### src/rtl/flag_period_monitor_if.sv
// Signal bundle between a strobe source (master) and flag_period_monitor (slave).
// period_valid and err are single-cycle qualifiers with no ready/backpressure: a
// consumer must take period_out/err_cnt in the cycle the pulse is high.
// state_dbg encodes the monitor state as 0=IDLE, 1=ACQ, 2=LOCKED.
interface flag_period_monitor_if #(
    parameter int CNT_W = 8,
    parameter int ERR_W = 8
);
    logic             clk_flag_in;
    logic             clear;
    logic [CNT_W-1:0] period_out;
    logic             period_valid;
    logic             locked;
    logic             err;
    logic [ERR_W-1:0] err_cnt;
    logic [1:0]       state_dbg;

    modport master (
        output clk_flag_in,
        output clear,
        input  period_out,
        input  period_valid,
        input  locked,
        input  err,
        input  err_cnt,
        input  state_dbg
    );

    modport slave (
        input  clk_flag_in,
        input  clear,
        output period_out,
        output period_valid,
        output locked,
        output err,
        output err_cnt,
        output state_dbg
    );
endinterface

### src/rtl/flag_period_monitor.sv
// Measures the gap between rising edges of a sys_clk-synchronous strobe, locks after
// LOCK_N good gaps and flags early/missing strobes. Define FLAG_MON_TOL_EN for a +/-TOL window.
module flag_period_monitor #(
    parameter int EXP_PERIOD = 6,
    parameter int CNT_W      = 8,
    parameter int LOCK_N     = 3,
    parameter int ERR_W      = 8,
    parameter int TOL        = 1
) (
    input logic                  sys_clk,
    input logic                  sys_rst_n,
    flag_period_monitor_if.slave mon
);

    typedef enum logic [1:0] {
        IDLE   = 2'd0,
        ACQ    = 2'd1,
        LOCKED = 2'd2
    } state_t;

    localparam int GOOD_W = $clog2(LOCK_N + 1);

`ifdef FLAG_MON_TOL_EN
    localparam int TOL_EFF = TOL;
`else
    // Window collapses to an exact match; TOL is deliberately ignored.
    localparam int TOL_EFF = TOL * 0;
`endif

    localparam int WIN_LO_I = (EXP_PERIOD > TOL_EFF) ? (EXP_PERIOD - TOL_EFF) : 0;
    localparam int WIN_HI_I = EXP_PERIOD + TOL_EFF;

    localparam logic [31:0]       WIN_LO   = 32'(WIN_LO_I);
    localparam logic [31:0]       WIN_HI   = 32'(WIN_HI_I);
    localparam logic [CNT_W-1:0]  GCNT_MAX = '1;
    localparam logic [ERR_W-1:0]  ERR_MAX  = '1;
    localparam logic [GOOD_W-1:0] LOCK_C   = GOOD_W'(LOCK_N);

    state_t              state_q, state_d;
    logic [CNT_W-1:0]    gcnt_q, gcnt_d;
    logic [GOOD_W-1:0]   good_q, good_d;
    logic [CNT_W-1:0]    period_q, period_d;
    logic                valid_q, valid_d;
    logic                err_q, err_d;
    logic                locked_q;
    logic [ERR_W-1:0]    err_cnt_q, err_cnt_d;
    logic                in_d_q;

    logic                flag_edge;
    logic [31:0]         meas;
    logic                in_window;
    logic                miss;
    logic                err_event;
    logic [GOOD_W-1:0]   good_inc;

    assign flag_edge = mon.clk_flag_in & ~in_d_q;
    assign meas      = 32'(gcnt_q);
    assign in_window = (meas >= WIN_LO) && (meas <= WIN_HI);
    // Missing strobe: the latest acceptable edge time has arrived with no edge.
    assign miss      = (meas == WIN_HI) && !flag_edge;
    assign good_inc  = good_q + GOOD_W'(1);

    always_comb begin
        state_d   = state_q;
        gcnt_d    = gcnt_q;
        good_d    = good_q;
        period_d  = period_q;
        valid_d   = 1'b0;
        err_d     = 1'b0;
        err_cnt_d = err_cnt_q;
        err_event = 1'b0;

        if (state_q == IDLE) begin
            gcnt_d = '0;
        end else if (gcnt_q != GCNT_MAX) begin
            gcnt_d = gcnt_q + CNT_W'(1);
        end
        if (flag_edge) begin
            gcnt_d = CNT_W'(1);
        end

        case (state_q)
            IDLE: begin
                // First edge only establishes a reference; nothing to measure yet.
                if (flag_edge) begin
                    state_d = ACQ;
                    good_d  = '0;
                end
            end
            ACQ: begin
                if (flag_edge) begin
                    period_d = gcnt_q;
                    valid_d  = 1'b1;
                    if (in_window) begin
                        good_d = good_inc;
                        if (good_inc == LOCK_C) begin
                            state_d = LOCKED;
                        end
                    end else begin
                        good_d = '0;
                    end
                end
            end
            LOCKED: begin
                if (flag_edge) begin
                    period_d = gcnt_q;
                    valid_d  = 1'b1;
                    if (!in_window) begin
                        // Early strobe: it becomes the new reference for reacquisition.
                        err_event = 1'b1;
                        state_d   = ACQ;
                        good_d    = '0;
                    end
                end else if (miss) begin
                    err_event = 1'b1;
                    state_d   = IDLE;
                    gcnt_d    = '0;
                    good_d    = '0;
                end
            end
            default: begin
                state_d = IDLE;
                gcnt_d  = '0;
                good_d  = '0;
            end
        endcase

        if (err_event) begin
            err_d = 1'b1;
            if (err_cnt_q != ERR_MAX) begin
                err_cnt_d = err_cnt_q + ERR_W'(1);
            end
        end

        // Soft clear wins over any edge or error in the same cycle.
        if (mon.clear) begin
            state_d   = IDLE;
            gcnt_d    = '0;
            good_d    = '0;
            period_d  = '0;
            valid_d   = 1'b0;
            err_d     = 1'b0;
            err_cnt_d = '0;
        end
    end

    always_ff @(posedge sys_clk or negedge sys_rst_n) begin
        if (!sys_rst_n) begin
            state_q   <= IDLE;
            gcnt_q    <= '0;
            good_q    <= '0;
            period_q  <= '0;
            valid_q   <= 1'b0;
            err_q     <= 1'b0;
            locked_q  <= 1'b0;
            err_cnt_q <= '0;
            in_d_q    <= 1'b0;
        end else begin
            state_q   <= state_d;
            gcnt_q    <= gcnt_d;
            good_q    <= good_d;
            period_q  <= period_d;
            valid_q   <= valid_d;
            err_q     <= err_d;
            locked_q  <= (state_d == LOCKED);
            err_cnt_q <= err_cnt_d;
            in_d_q    <= mon.clk_flag_in;
        end
    end

    assign mon.period_out   = period_q;
    assign mon.period_valid = valid_q;
    assign mon.locked       = locked_q;
    assign mon.err          = err_q;
    assign mon.err_cnt      = err_cnt_q;
    assign mon.state_dbg    = state_q;

endmodule

### src/flat_wrapper.sv
// flat-port wrapper written by rule: the top's interface ports become plain ports
module flag_period_monitor_flat 
#(
    parameter int EXP_PERIOD = 6,
    parameter int CNT_W      = 8,
    parameter int LOCK_N     = 3,
    parameter int ERR_W      = 8,
    parameter int TOL        = 1
)
  (sys_clk, sys_rst_n, mon_clk_flag_in, mon_clear, mon_period_out, mon_period_valid, mon_locked, mon_err, mon_err_cnt, mon_state_dbg);
  flag_period_monitor_if #(.CNT_W(CNT_W), .ERR_W(ERR_W)) mon_i ();
  input logic sys_clk;
  input logic sys_rst_n;
  input wire logic [$bits(mon_i.clk_flag_in)-1:0] mon_clk_flag_in;
  input wire logic [$bits(mon_i.clear)-1:0] mon_clear;
  output wire logic [$bits(mon_i.period_out)-1:0] mon_period_out;
  output wire logic [$bits(mon_i.period_valid)-1:0] mon_period_valid;
  output wire logic [$bits(mon_i.locked)-1:0] mon_locked;
  output wire logic [$bits(mon_i.err)-1:0] mon_err;
  output wire logic [$bits(mon_i.err_cnt)-1:0] mon_err_cnt;
  output wire logic [$bits(mon_i.state_dbg)-1:0] mon_state_dbg;
  assign mon_i.clk_flag_in = mon_clk_flag_in;
  assign mon_i.clear = mon_clear;
  assign mon_period_out = mon_i.period_out;
  assign mon_period_valid = mon_i.period_valid;
  assign mon_locked = mon_i.locked;
  assign mon_err = mon_i.err;
  assign mon_err_cnt = mon_i.err_cnt;
  assign mon_state_dbg = mon_i.state_dbg;
  flag_period_monitor #(.EXP_PERIOD(EXP_PERIOD), .CNT_W(CNT_W), .LOCK_N(LOCK_N), .ERR_W(ERR_W), .TOL(TOL)) u_core (.sys_clk(sys_clk), .sys_rst_n(sys_rst_n), .mon(mon_i));
endmodule
### config.mk
export PLATFORM = sky130hd
export DESIGN_NAME = flag_period_monitor_flat
export DESIGN_NICKNAME = d
export VERILOG_FILES = /design/src/rtl/flag_period_monitor_if.sv /design/src/rtl/flag_period_monitor.sv /design/src/flat_wrapper.sv
export SDC_FILE = /design/constraint.sdc
export NUM_CORES = 1
export LEC_CHECK = 0
export BUFFER_PORTS_ARGS = -buffer_cell sky130_fd_sc_hd__buf_2
export CORE_AREA = 3 3 77 79
export DETAILED_ROUTE_END_ITERATION = 8
export DIE_AREA = 0 0 80 82
export PLACE_DENSITY = 0.5
export SLEW_MARGIN = 20
export SYNTH_ARGS = -nofsm -noshare
export SYNTH_HDL_FRONTEND = slang
export SYNTH_SLANG_ARGS = --single-unit
### constraint.sdc
create_clock -name sys_clk -period 3.7 [get_ports sys_clk]
set_clock_uncertainty 0.15 [all_clocks]
set_input_delay 0.74 -clock sys_clk [delete_from_list [all_inputs] [get_ports sys_clk]]
set_output_delay 0.74 -clock sys_clk [all_outputs]
set_load 0.02 [all_outputs]
==> tab_implementation.tex, run 1 <==
\begin{tabular}{lr}
\hline
Metric & Value \\
\hline
\multicolumn{2}{l}{\textbf{Cells and area}} \\
Proportion of layout cells with a drive suffix above 1 & between 10\% and 20\% \\
Commonest non-fill, non-tap cells in the layout & 32 x sky130\_fd\_sc\_hd\_\_dfrtp\_1, 24 x sky130\_fd\_sc\_hd\_\_buf\_2, 20 x sky130\_fd\_sc\_hd\_\_nand2\_1, 17 x sky130\_fd\_sc\_hd\_\_nor2\_1, 15 x sky130\_fd\_sc\_hd\_\_nand3\_1 \\
Final-stage net count & 222 \\
Number of fill cells in the layout & approximately 560 \\
Antenna cells & 0 \\
Layout overhead on the synthesized area & 14.5\% \\
Most frequent standard cell in the layout excluding fill and tap cells & sky130\_fd\_sc\_hd\_\_dfrtp\_1 \\
\multicolumn{2}{l}{\textbf{Critical path}} \\
Reg2Reg Depth & 9 \\
Capturing point of the worst reg2reg path & u\_core.mon.err\_cnt[5]\$\_DFFE\_PN0P\_ \\
Kind of start point of the critical path & flop \\
Kind of critical path & flop to flop \\
Worst EP arrival & between 2 and 3 ns \\
CP max FO & 6 \\
Critical Path End Type & flop \\
Required arrival time at the worst endpoint & roughly 3.7 ns \\
Critical Path Source & u\_core.gcnt\_q[0]\$\_DFF\_PN0\_ \\
End point of the critical path & u\_core.mon.err\_cnt[5]\$\_DFFE\_PN0P\_ \\
Worst reg-to-reg setup slack & approximately 1.0 ns \\
Start of the worst register-to-register path & u\_core.gcnt\_q[0]\$\_DFF\_PN0\_ \\
\multicolumn{2}{l}{\textbf{Die}} \\
Placeable core region & 0.00541 sq mm \\
Overall die height & roughly 80 um \\
Number of placement rows & 27 \\
Width of the chip & about 80 um \\
Total die area & between 0.006 and 0.007 sq mm \\
Starting density of the core & 32.2\% \\
Count of boundary I/O pins & 25 \\
\multicolumn{2}{l}{\textbf{Synthesis}} \\
Mean instance size in the synthesized netlist & about 9.5 sq um \\
Net count after synthesis & 199 \\
Primary flip-flop cell chosen by synthesis mapping & sky130\_fd\_sc\_hd\_\_dfrtp\_1 \\
Area fraction of the dominant cell type after synthesis & a little under half \\
Dominant cells by area after synthesis & sky130\_fd\_sc\_hd\_\_dfrtp\_1 46\%, sky130\_fd\_sc\_hd\_\_ha\_1 7.9\%, sky130\_fd\_sc\_hd\_\_nand2\_1 4.3\% \\
Seq/Total Area, Yosys & a little under half \\
Post-synth EDFFs & 0 \\
Dominant cell type by area after synthesis & sky130\_fd\_sc\_hd\_\_dfrtp\_1 \\
Synth warnings & 0 \\
Cell area after synthesis & roughly 0.0017 sq mm \\
Distinct cells, synth & 46 \\
Number of standard cells after synthesis & roughly 180 \\
Async set-or-reset flop fraction in the synthesized netlist & 100\% \\
Post-synthesis register bit count & 32 \\
\multicolumn{2}{l}{\textbf{Power and ir drop}} \\
Peak VDD IR & about 0.00011 V \\
Part of the total power dissipated in sequential elements & a little under three fifths \\
Pwr Density & 324 mW/mm\^{}2 \\
Internal power & 0.000492 W \\
Power, Total & about 0.00065 W \\
Fraction of power spent switching nets & 23.9\% \\
Clk pwr share & between 30\% and 40\% \\
Lkg Pwr & $\sim$0.92 nW \\
Switching Power & around 0.00015 W \\
Fraction of power consumed by combinational cells & approximately 6.5\% \\
\multicolumn{2}{l}{\textbf{Global route}} \\
Vias in the first global route & 1262 \\
GR Layer Usage met3 & 3.84\% \\
GRT Overall Usage & about an eighth \\
Number of antenna violations at the first check in global routing & 0 \\
Wire length of the first global-routing pass & 6200 um \\
Overflow after GRT & 0 \\
Met2 usage in global routing & about a fifth \\
Most congested layer reported by global routing & met2 \\
Pin count of the biggest net entering global routing & 33 \\
Met1 GRT Util & around 16\% \\
\multicolumn{2}{l}{\textbf{Clock network}} \\
Clk buf depth & 2 \\
Setup fix buffers added after clock tree synthesis & 0 \\
Number of gates resized after cts & 0 \\
Number of buffers created by CTS & 5 \\
H-Tree Level Count & 2 \\
Clock insertion delay at the later pin of the skew report & roughly 0.27 ns \\
Clock edge transition at the registers on the reported setup and hold paths & about 0.07 ns \\
Clock Root Buffer & sky130\_fd\_sc\_hd\_\_clkbuf\_8 \\
Count of hold buffers inserted by post-cts repair & 0 \\
Clock tree from TritonCTS & done \\
Clock Sinks & 32 \\
\multicolumn{2}{l}{\textbf{Hold path}} \\
Path class of the lowest-slack min-delay path & flop to flop \\
\multicolumn{2}{l}{\textbf{Placement}} \\
Total of buffers placed on input and output ports & 24 \\
Detailed placement HPWL & roughly 2600 um \\
Routability congestion estimate & roughly 0.85 \\
\multicolumn{2}{l}{\textbf{STA}} \\
Max-slew violation total from the final report & 0 \\
Share of the clock period used by the worst path after layout & a little under three quarters \\
Transition time of the tightest slew-check pin & between 0.7 and 0.8 ns \\
Count of final hold-check violations & 0 \\
Setup violations, final & 0 \\
F\_max & roughly 380 MHz \\
Setup TNS & 0 ns \\
Setup repair after global routing missed its margin & no \\
Time the final worst path needs with I/O delays and setup & 2.66 ns \\
Relative slew slack & $\sim$50\% \\
\multicolumn{2}{l}{\textbf{Drt}} \\
DRC Markers & 0 \\
Number of violations reported at the end of detailed-routing iteration 0 & 70 \\
Via Count & between 1000 and 1500 \\
Wire length per cell after detailed routing & $\sim$13 um \\
Post-detailed-route via-to-cell ratio & $\sim$4.9 \\
Total wire length after detailed routing & 3610 um \\
Pre-Repair DR Iteration Count & 6 \\
Antenna viol nets, final & 0 \\
\multicolumn{2}{l}{\textbf{Flow run}} \\
Max-capacitance violation count & 0 \\
\multicolumn{2}{l}{\textbf{Outcome}} \\
Run status & complete, no violations \\
\hline
\end{tabular}
==> cell type report <==
type	count	area, sq um	area share (%)
clock buffers	6	72.6	3.64
well taps	72	90.1	4.52
inverters	9	33.8	1.69
flip-flops and latches	32	801	40.2
repair buffers	24	120	6.02
clock inverters	1	5.00	0.251
multi-input cells	135	872	43.7
==> cell usage after synthesis (2+ instances only) <==
cell	count
sky130_fd_sc_hd__o21ai_1	2
sky130_fd_sc_hd__o21ai_0	2
sky130_fd_sc_hd__nor2b_1	2
sky130_fd_sc_hd__a21oi_1	14
sky130_fd_sc_hd__and2_1	2
sky130_fd_sc_hd__inv_2	2
sky130_fd_sc_hd__a211oi_1	2
sky130_fd_sc_hd__or3_1	3
sky130_fd_sc_hd__ha_1	11
sky130_fd_sc_hd__a31oi_1	5
sky130_fd_sc_hd__a41oi_1	2
sky130_fd_sc_hd__xnor2_1	3
sky130_fd_sc_hd__dfrtp_1	32
sky130_fd_sc_hd__nor2_1	17
sky130_fd_sc_hd__mux2_1	2
sky130_fd_sc_hd__nand2b_1	2
sky130_fd_sc_hd__or2_1	2
sky130_fd_sc_hd__mux2i_1	3
sky130_fd_sc_hd__buf_2	3
sky130_fd_sc_hd__inv_1	7
sky130_fd_sc_hd__clkbuf_1	4
sky130_fd_sc_hd__nand3_1	15
sky130_fd_sc_hd__nor3_1	5
sky130_fd_sc_hd__nand2_1	20
==> power by group through the flow <==
stage,Combinational (W),Clock [W],Sequential (W)
after floorplan,0.0000253,0,0.000362
after global placement,0.0000441,0,0.000361
after detailed placement,0.0000435,0,0.000362
after CTS,0.0000437,0.000263,0.000355
after global routing,0.0000489,0.000281,0.000355
final,0.0000423,0.000249,0.000355
==> per-stage QoR <==
step / instance area [sq um] / instances / setup WS, ns / hold WS (ns) / utilization (%)
2_1_floorplan: 1740 / 184 / 1.20 / 0.294 / -
3_3_place_gp: 1920 / 272 / 1.11 / 0.358 / 35.5
3_5_place_dp: 1920 / 272 / 1.06 / 0.362 / 35.5
4_1_cts: 1990 / 279 / 1.04 / 0.372 / 36.9
5_1_grt: 1990 / 279 / 0.866 / 0.387 / 36.9
6_report: 1990 / 279 / 1.04 / 0.369 / 36.9
==> routing by layer <==
metal | part of all wire, % | vias to the layer above
li1 | - | 698
met1 | 50 | 653
met2 | 44 | 26
met3 | 5.1 | 4
met4 | 1.2 | 0
met5 | 0 | -
==> logic make-up (layout without fill, tap and decap cells) <==
group                      count (synthesis)  after routing  synth area share (%)
buffers and inverters                     17             40                  3.95
adders and majority gates                 11             11                  7.90
muxes                                      5              5                  3.02
AOI/OAI and AO/OA                         39             39                  15.2
xor gates and xnor gates                   4              4                  2.01
and+or+nand+nor                           76             76                  21.9
DFF                                       32             32                  46.0
==> registers in the layout, summed over array words and instances, names as in the netlist <==
signal and cells:
u_core.mon.err_cnt 8, u_core.mon.err 1, u_core.mon.state_dbg 2, u_core.mon.period_valid 1, u_core.mon.period_out 8, u_core.in_d_q 1
u_core.good_q 2, u_core.mon.locked 1, u_core.gcnt_q 8
==> critical path, stage by stage, from the launching register on <==
cell and delay, ns:
sky130_fd_sc_hd__dfrtp_1 0.43, sky130_fd_sc_hd__inv_1 0.08, sky130_fd_sc_hd__ha_1 0.19, sky130_fd_sc_hd__and3b_1 0.21, sky130_fd_sc_hd__and2_1 0.20, sky130_fd_sc_hd__ha_1 0.31, sky130_fd_sc_hd__and4b_1 0.27, sky130_fd_sc_hd__nand2_1 0.07
sky130_fd_sc_hd__a311oi_1 0.28, sky130_fd_sc_hd__mux2_1 0.35
==> worst min-delay path by stage <==
stage / from / to / cells after the start
global placement: u_core.mon.period_out[6]$_DFFE_PN0P_ / u_core.mon.period_out[6]$_DFFE_PN0P_ / 2
CTS: u_core.mon.period_out[0]$_DFFE_PN0P_ / u_core.mon.period_out[0]$_DFFE_PN0P_ / 2
global route: u_core.mon.period_out[0]$_DFFE_PN0P_ / u_core.mon.period_out[0]$_DFFE_PN0P_ / 2
finish: u_core.mon.period_out[4]$_DFFE_PN0P_ / u_core.mon.period_out[4]$_DFFE_PN0P_ / 2
detailed placement: u_core.mon.period_out[0]$_DFFE_PN0P_ / u_core.mon.period_out[0]$_DFFE_PN0P_ / 2
floorplan: sys_rst_n / u_core.gcnt_q[0]$_DFF_PN0_ / 0
No activity file was read; power rests on OpenSTA's default activity.
==> inputs of run 2 (changes only) <==
PLACE_DENSITY = 0.52   (was 0.5)
clock period = 2.36 ns   (was 3.7 ns; I/O delays follow)
==> run 2 against run 1 <==
Net effect: power rose by 88%; sequential share of layout area fell by 4.1 points; clock power rose by 130%; global-route usage rose by 0.50 points; design area rose by 11%; utilization rose by 4.2 points; register-to-register slack got worse by 1.0 ns; critical path depth did not move; non-clock buffer count rose by 15; worst hold slack got worse by 0.27 ns; die area did not move; cell count rose by 5.7%.
==> tab_implementation.tex, run 2 (synthesized netlist as in run 1, its figures left out) <==
\begin{tabular}{lr}
\hline
Metric & Value \\
\hline
\multicolumn{2}{l}{\textbf{Outcome}} \\
Run status & complete, no violations \\
\multicolumn{2}{l}{\textbf{Clock network}} \\
Clk buf depth & 2 (unchanged) \\
Number of buffers created by CTS & 5 (unchanged) \\
Clock tree from TritonCTS & done \\
Clock Root Buffer & sky130\_fd\_sc\_hd\_\_clkbuf\_8 \\
H-Tree Level Count & 2 (unchanged) \\
Clock insertion delay at the later pin of the skew report & 0.29 ns (+0.02 ns) \\
Clock Sinks & 32 (unchanged) \\
Setup fix buffers added after clock tree synthesis & 0 (unchanged) \\
Clock edge transition at the registers on the reported setup and hold paths & 0.07 ns (about the same) \\
\multicolumn{2}{l}{\textbf{Power and ir drop}} \\
Switching Power & 0.000263 W (+71\%) \\
Peak VDD IR & 0.000172 V (+54\%) \\
Fraction of power consumed by combinational cells & 6.5\% (about the same) \\
Lkg Pwr & 1.03 nW (+12\%) \\
Part of the total power dissipated in sequential elements & 45.7\% (-9.3 points) \\
Power, Total & 0.00121 W (+88\%) \\
Internal power & 0.000950 W (+93\%) \\
Fraction of power spent switching nets & 21.7\% (-2.1 points) \\
Clk pwr share & 47.8\% (+9.3 points) \\
Pwr Density & 546 mW/mm\^{}2 (+69\%) \\
\multicolumn{2}{l}{\textbf{Critical path}} \\
Kind of critical path & flop to flop \\
Kind of start point of the critical path & flop \\
Worst EP arrival & 2.35 ns (-0.32 ns) \\
Critical Path End Type & flop \\
Largest stage delay on the critical path & 0.39 ns (-0.04 ns) \\
Max stage delay cell, worst path & sky130\_fd\_sc\_hd\_\_dfrtp\_1 \\
Sequence of cells on the critical path & inv\_2, ha\_4, and3b\_1, and2\_4, ha\_4, and4b\_1, nand2\_2, a311oi\_2, mux2\_1 \\
Dominant cell type by count on the critical path & sky130\_fd\_sc\_hd\_\_ha\_4 \\
Required arrival time at the worst endpoint & 2.38 ns (-1.33 ns) \\
Critical path buffers and inverters & 1 (unchanged) \\
Cell family with the largest share of critical-path delay & simple AND/OR/NAND/NOR gates \\
CP max FO & 3 (-3) \\
\multicolumn{2}{l}{\textbf{Placement}} \\
Routability congestion estimate & 0.738 (-13\%) \\
Total of buffers placed on input and output ports & 24 (unchanged) \\
Setup WS pre-CTS & 0.0289 ns (-1.03 ns) \\
Detailed placement HPWL & 2820 um (+9.9\%) \\
Placed cell area & 0.00204 sq mm (+6.7\%) \\
Instance count after placement with tap cells included & 287 (+5.5\%) \\
\multicolumn{2}{l}{\textbf{STA}} \\
Time the final worst path needs with I/O delays and setup & 2.34 ns (-0.323 ns) \\
Share of the clock period used by the worst path after layout & 99.0\% (+27 points) \\
Count of final hold-check violations & 0 (unchanged) \\
Transition time of the tightest slew-check pin & 0.737 ns (+0.00461 ns) \\
F\_max & 428 MHz (+14\%) \\
Relative slew slack & 50.9\% (-0.31 points) \\
Worst hold slack after final layout & 0.0945 ns (-0.275 ns) \\
Setup repair after global routing missed its margin & yes \\
Max-slew violation total from the final report & 0 (unchanged) \\
Minimum setup slack in the final design & 0.0234 ns (-1.02 ns) \\
Setup violations, final & 0 (unchanged) \\
\multicolumn{2}{l}{\textbf{Die}} \\
Total die area & 0.00656 sq mm (unchanged) \\
Count of boundary I/O pins & 25 (unchanged) \\
Starting density of the core & 32.2\% (unchanged) \\
Overall die height & 82 um (unchanged) \\
Width of the chip & 80 um (unchanged) \\
Placeable core region & 0.00541 sq mm (unchanged) \\
Number of placement rows & 27 (unchanged) \\
\multicolumn{2}{l}{\textbf{Global route}} \\
Pin count of the biggest net entering global routing & 33 (unchanged) \\
Wire length of the first global-routing pass & 6460 um (+4.2\%) \\
Vias in the first global route & 1356 (+7.4\%) \\
GRT Overall Usage & 12.8\% (+0.50 points) \\
Overflow after GRT & 0 (unchanged) \\
Number of antenna violations at the first check in global routing & 0 (unchanged) \\
\multicolumn{2}{l}{\textbf{Cells and area}} \\
Antenna cells & 0 (unchanged) \\
Finished Layout Cells & 295 (+5.7\%) \\
Final-stage net count & 237 (+6.8\%) \\
Number of fill cells in the layout & 564 (+1.4\%) \\
Commonest non-fill, non-tap cells in the layout & 32 x sky130\_fd\_sc\_hd\_\_dfrtp\_1, 24 x sky130\_fd\_sc\_hd\_\_buf\_2, 19 x sky130\_fd\_sc\_hd\_\_nand2\_1, 17 x sky130\_fd\_sc\_hd\_\_nor2\_1 \\
Most frequent standard cell in the layout excluding fill and tap cells & sky130\_fd\_sc\_hd\_\_dfrtp\_1 \\
Proportion of layout cells with a drive suffix above 1 & 27.8\% (+10 points) \\
Fin area & 0.00222 sq mm (+11\%) \\
Layout overhead on the synthesized area & 27.6\% \\
\multicolumn{2}{l}{\textbf{Drt}} \\
Antenna viol nets, final & 0 (unchanged) \\
Pre-Repair DR Iteration Count & 4 (-2) \\
Number of violations reported at the end of detailed-routing iteration 0 & 50 (-29\%) \\
Wire length per cell after detailed routing & 13.0 um (+0.55\%) \\
DRC Markers & 0 (unchanged) \\
Via Count & 1456 (+5.4\%) \\
Total wire length after detailed routing & 3840 um (+6.3\%) \\
Post-detailed-route via-to-cell ratio & 4.94 (-0.29\%) \\
\multicolumn{2}{l}{\textbf{Hold path}} \\
Path class of the lowest-slack min-delay path & primary input to async pin \\
\multicolumn{2}{l}{\textbf{Flow run}} \\
Max-capacitance violation count & 0 (unchanged) \\
\hline
\end{tabular}
run 2: changes by cell type in the layout (fill, tap and decap cells not counted), moves of 2 or more:
cell and delta:
sky130_fd_sc_hd__ha_4 +2, sky130_fd_sc_hd__buf_4 +15, sky130_fd_sc_hd__ha_1 -2, sky130_fd_sc_hd__clkbuf_8 +2
run 2: timing repair:
item,4_1_cts,5_1_grt
hold buffers,0,0
cloned,0,0
resized for setup,1,9
setup endpoints to repair,1,5
run 2: metrics by stage:
stage	TNS, ns	util (%)
final	0	41.1
after global routing	-0.129	41.1
after CTS	0	40.3
after detailed placement	0	37.8
after global placement	0	37.8
after floorplan	0	-
run 2: per-layer routing:
| metal | track usage (%) | vias to the layer above | share of wire (%) |
|---|---|---|---|
| met2 | 19.8 | 19 | 45 |
| met3 | 2.96 | 6 | 3.3 |
| met5 | 0 | - | 0 |
| li1 | - | 732 | - |
| met4 | 5.07 | 0 | 1.5 |
| met1 | 17.3 | 699 | 50 |
run 2: path summary, 6_finish.rpt:
| kind | from | depth (start not counted) | slack [ns] | to |
|---|---|---|---|---|
| worst min register to register | u_core.mon.period_out[2]$_DFFE_PN0P_ | 2 | 0.37 | u_core.mon.period_out[2]$_DFFE_PN0P_ |
| max in group asynchronous | sys_rst_n | 1 | 1.49 | u_core.mon.err_cnt[2]$_DFFE_PN0P_ |
| worst min-delay path | sys_rst_n | 1 | 0.09 | u_core.gcnt_q[1]$_DFF_PN0_ |
| worst max-delay path | u_core.gcnt_q[0]$_DFF_PN0_ | 9 | 0.02 | u_core.mon.err_cnt[5]$_DFFE_PN0P_ |
| min in group sys_clk | mon_clk_flag_in | 1 | 0.17 | u_core.in_d_q$_DFF_PN0_ |
| worst max register to register | u_core.gcnt_q[0]$_DFF_PN0_ | 9 | 0.02 | u_core.mon.err_cnt[5]$_DFFE_PN0P_ |
run 2: worst register-to-register path: stages (launching register included):
cell and delay (ns):
sky130_fd_sc_hd__dfrtp_1 0.39, sky130_fd_sc_hd__inv_2 0.08, sky130_fd_sc_hd__ha_4 0.12, sky130_fd_sc_hd__and3b_1 0.18
sky130_fd_sc_hd__and2_4 0.17, sky130_fd_sc_hd__ha_4 0.20, sky130_fd_sc_hd__and4b_1 0.28, sky130_fd_sc_hd__nand2_2 0.09
sky130_fd_sc_hd__a311oi_2 0.21, sky130_fd_sc_hd__mux2_1 0.34
run 2: layout make-up:
type                       instances  area, sq um  area share [%]
timing repair buffer              39          233            10.5
sequential                        32          801            36.0
multi-input combinational        135          938            42.2
inverter                           9         33.8            1.52
clock inverter                     1         30.0            1.35
clock buffer                       7         96.3            4.34
tap                               72         90.1            4.05
run 2: power by group through the flow:
stage | logic (W) | clock network, W | registers (W)
after CTS | 0.0000792 | 0.000599 | 0.000555
after global placement | 0.0000784 | 0 | 0.000565
after detailed placement | 0.0000789 | 0 | 0.000565
after global routing | 0.0000895 | 0.000629 | 0.000555
final | 0.0000784 | 0.000580 | 0.000555
after floorplan | 0.0000406 | 0 | 0.000568
==> inputs of run 3 (changes only) <==
==> constraint.sdc (replaced) <==
create_clock -name sys_clk -period 1.9 [get_ports sys_clk]
set_clock_uncertainty 0.15 [all_clocks]
set_input_delay 0.19 -clock sys_clk [delete_from_list [all_inputs] [get_ports sys_clk]]
set_output_delay 0.19 -clock sys_clk [all_outputs]
set_load 0.02 [all_outputs]
==> run 3 against run 2 <==
Net effect: the flow now finishes with violations (negative setup slack); first-iteration DRC count is 12% lower; cell count increased by 7.1%; critical path depth unchanged; highest routed layer unchanged; combinational power grew 59%; worst setup slack lost 0.39 ns; clock power is 1% lower; largest power group is now sequential cells.
==> tab_implementation.tex, run 3 (synthesized netlist as in run 1, its figures left out) <==
\begin{tabular}{lr}
\hline
Metric & Value \\
\hline
\multicolumn{2}{l}{\textbf{Outcome}} \\
Run status & finished, violations left \\
Violations in the final reports & negative setup slack \\
\multicolumn{2}{l}{\textbf{Placement}} \\
Instance count after placement with tap cells included & 301 (+4.9\%) \\
Total of buffers placed on input and output ports & 24 (unchanged) \\
Setup WS pre-CTS & -0.411 ns (-0.440 ns) \\
Detailed placement HPWL & 3050 um (+8.2\%) \\
Routability congestion estimate & 0.762 (+3.3\%) \\
\multicolumn{2}{l}{\textbf{Drt}} \\
DRC Markers & 0 (unchanged) \\
Wire length per cell after detailed routing & 13.7 um (+5.2\%) \\
Total wire length after detailed routing & 4330 um (+13\%) \\
Pre-Repair DR Iteration Count & 4 (unchanged) \\
Antenna viol nets, final & 0 (unchanged) \\
Number of violations reported at the end of detailed-routing iteration 0 & 44 (-12\%) \\
Post-detailed-route via-to-cell ratio & 4.88 (-1.1\%) \\
Via Count & 1542 (+5.9\%) \\
\multicolumn{2}{l}{\textbf{Die}} \\
Count of boundary I/O pins & 25 (unchanged) \\
Overall die height & 82 um (unchanged) \\
Total die area & 0.00656 sq mm (unchanged) \\
Number of placement rows & 27 (unchanged) \\
Width of the chip & 80 um (unchanged) \\
Placeable core region & 0.00541 sq mm (unchanged) \\
Starting density of the core & 32.2\% (unchanged) \\
\multicolumn{2}{l}{\textbf{Clock network}} \\
Clock Sinks & 32 (unchanged) \\
H-Tree Level Count & 2 (unchanged) \\
Clock Root Buffer & sky130\_fd\_sc\_hd\_\_clkbuf\_8 \\
Clock insertion delay at the later pin of the skew report & 0.28 ns (about the same) \\
Number of buffers created by CTS & 5 (unchanged) \\
Clock edge transition at the registers on the reported setup and hold paths & 0.07 ns (about the same) \\
Clock tree from TritonCTS & done \\
Clk buf depth & 2 (unchanged) \\
\multicolumn{2}{l}{\textbf{Critical path}} \\
Kind of start point of the critical path & flop \\
CP max FO & 2 (-1) \\
End point of the critical path & u\_core.mon.err\_cnt[5]\$\_DFFE\_PN0P\_ \\
Required arrival time at the worst endpoint & 1.92 ns (-0.46 ns) \\
Capturing point of the worst reg2reg path & u\_core.mon.err\_cnt[5]\$\_DFFE\_PN0P\_ \\
Critical Path End Type & flop \\
Reg2Reg Depth & 9 (unchanged) \\
Start of the worst register-to-register path & u\_core.gcnt\_q[0]\$\_DFF\_PN0\_ \\
Critical Path Source & u\_core.gcnt\_q[0]\$\_DFF\_PN0\_ \\
Worst reg-to-reg setup slack & -0.36 ns (-0.39 ns) \\
Kind of critical path & flop to flop \\
Worst EP arrival & 2.28 ns (-0.07 ns) \\
\multicolumn{2}{l}{\textbf{Cells and area}} \\
Final Core Density & 45.0\% (+3.9 points) \\
Antenna cells & 0 (unchanged) \\
Commonest non-fill, non-tap cells in the layout & 33 x sky130\_fd\_sc\_hd\_\_buf\_4, 32 x sky130\_fd\_sc\_hd\_\_dfrtp\_1, 24 x sky130\_fd\_sc\_hd\_\_buf\_2, 19 x sky130\_fd\_sc\_hd\_\_nand2\_1, 15 x sky130\_fd\_sc\_hd\_\_nand3\_1 \\
Layout overhead on the synthesized area & 39.7\% \\
Most frequent standard cell in the layout excluding fill and tap cells & sky130\_fd\_sc\_hd\_\_buf\_4 \\
Proportion of layout cells with a drive suffix above 1 & 39.8\% (+12 points) \\
Final-stage net count & 259 (+9.3\%) \\
Finished Layout Cells & 316 (+7.1\%) \\
\multicolumn{2}{l}{\textbf{Power and ir drop}} \\
Peak VDD IR & 0.000244 V (+42\%) \\
Pwr Density & 569 mW/mm\^{}2 (+4.2\%) \\
Lkg Pwr & 1.13 nW (+9.1\%) \\
Power, Total & 0.00138 W (+14\%) \\
\multicolumn{2}{l}{\textbf{Global route}} \\
Vias in the first global route & 1598 (+18\%) \\
Wire length of the first global-routing pass & 7480 um (+16\%) \\
Number of antenna violations at the first check in global routing & 0 (unchanged) \\
Pin count of the biggest net entering global routing & 33 (unchanged) \\
Overflow after GRT & 0 (unchanged) \\
GRT Overall Usage & 14.7\% (+1.9 points) \\
\multicolumn{2}{l}{\textbf{STA}} \\
Setup repair after global routing missed its margin & yes \\
Share of the clock period used by the worst path after layout & 119\% (+20 points) \\
Minimum setup slack in the final design & -0.362 ns (-0.385 ns) \\
Time the final worst path needs with I/O delays and setup & 2.26 ns (-0.0745 ns) \\
Relative slew slack & 49.6\% (-1.3 points) \\
Max-slew violation total from the final report & 0 (unchanged) \\
Transition time of the tightest slew-check pin & 0.756 ns (+0.0190 ns) \\
Setup violations, final & 12 (+12) \\
F\_max & 442 MHz (+3.3\%) \\
Setup TNS & -2.94 ns (-2.94 ns) \\
Count of final hold-check violations & 0 (unchanged) \\
\multicolumn{2}{l}{\textbf{Hold path}} \\
Path class of the lowest-slack min-delay path & primary input to flop \\
\multicolumn{2}{l}{\textbf{Flow run}} \\
Max-capacitance violation count & 0 (unchanged) \\
\hline
\end{tabular}
-- run 3: how the worst min path moves through the flow --
stage,startpoint,endpoint,slack [ns],cells after the start
after floorplan,sys_rst_n,u_core.gcnt_q[0]$_DFF_PN0_,-0.26,0
after global placement,sys_rst_n,u_core.gcnt_q[3]$_DFF_PN0_,0.16,1
after detailed placement,sys_rst_n,u_core.gcnt_q[2]$_DFF_PN0_,0.16,1
after CTS,mon_clear,u_core.gcnt_q[0]$_DFF_PN0_,0.21,5
after global routing,mon_clear,u_core.gcnt_q[0]$_DFF_PN0_,0.25,5
final,mon_clear,u_core.gcnt_q[0]$_DFF_PN0_,0.22,5
-- run 3: what timing repair did --
action | 4_1_cts | 5_1_grt
gates resized for setup | 11 | 16
hold buffers | 2 | 0
pin swaps | 12 | 8
cloned | 0 | 0
buffers inserted | 5 | 2
endpoints found under the hold margin | 33 | 0
endpoints found under the setup margin | 14 | 22
-- run 3: metal layers --
layer | global-route usage [%] | up-vias | share of wire, %
met5 | 0 | - | 0
met4 | 6.25 | 0 | 2.1
met3 | 3.29 | 9 | 3.0
met2 | 23.3 | 20 | 47
met1 | 19.3 | 741 | 48
li1 | - | 772 | -
-- run 3: per-stage QoR --
| stage | hold WS (ns) | cell area [sq um] |
|---|---|---|
| 6_report | 0.218 | 2430 |
| 3_5_place_dp | 0.162 | 2170 |
| 3_3_place_gp | 0.162 | 2170 |
| 2_1_floorplan | -0.256 | 1780 |
| 4_1_cts | 0.212 | 2380 |
| 5_1_grt | 0.246 | 2430 |
-- run 3: worst max-delay path, stage by stage, from the launching register on --
cell,delay [ns]
sky130_fd_sc_hd__dfrtp_1,0.36
sky130_fd_sc_hd__inv_2,0.04
sky130_fd_sc_hd__ha_2,0.16
sky130_fd_sc_hd__and3b_1,0.18
sky130_fd_sc_hd__and2_4,0.17
sky130_fd_sc_hd__ha_4,0.21
sky130_fd_sc_hd__and4b_1,0.27
sky130_fd_sc_hd__nand2_2,0.07
sky130_fd_sc_hd__a311oi_2,0.20
sky130_fd_sc_hd__mux2_1,0.34
-- run 3: power by group --
group          internal, W  total [W]  switching, W
registers         0.000686   0.000688    0.00000217
logic            0.0000510   0.000125     0.0000737
clock network     0.000322   0.000572      0.000250
-- run 3: layout make-up --
| cell class | count | area, sq um |
|---|---|---|
| fill | 543 | 2970 |
| timing repair buffer | 61 | 410 |
| sequential | 32 | 801 |
| multi-input combinational | 135 | 998 |
| clock buffer | 7 | 96.3 |
| tap | 72 | 90.1 |
| inverter | 9 | 36.3 |
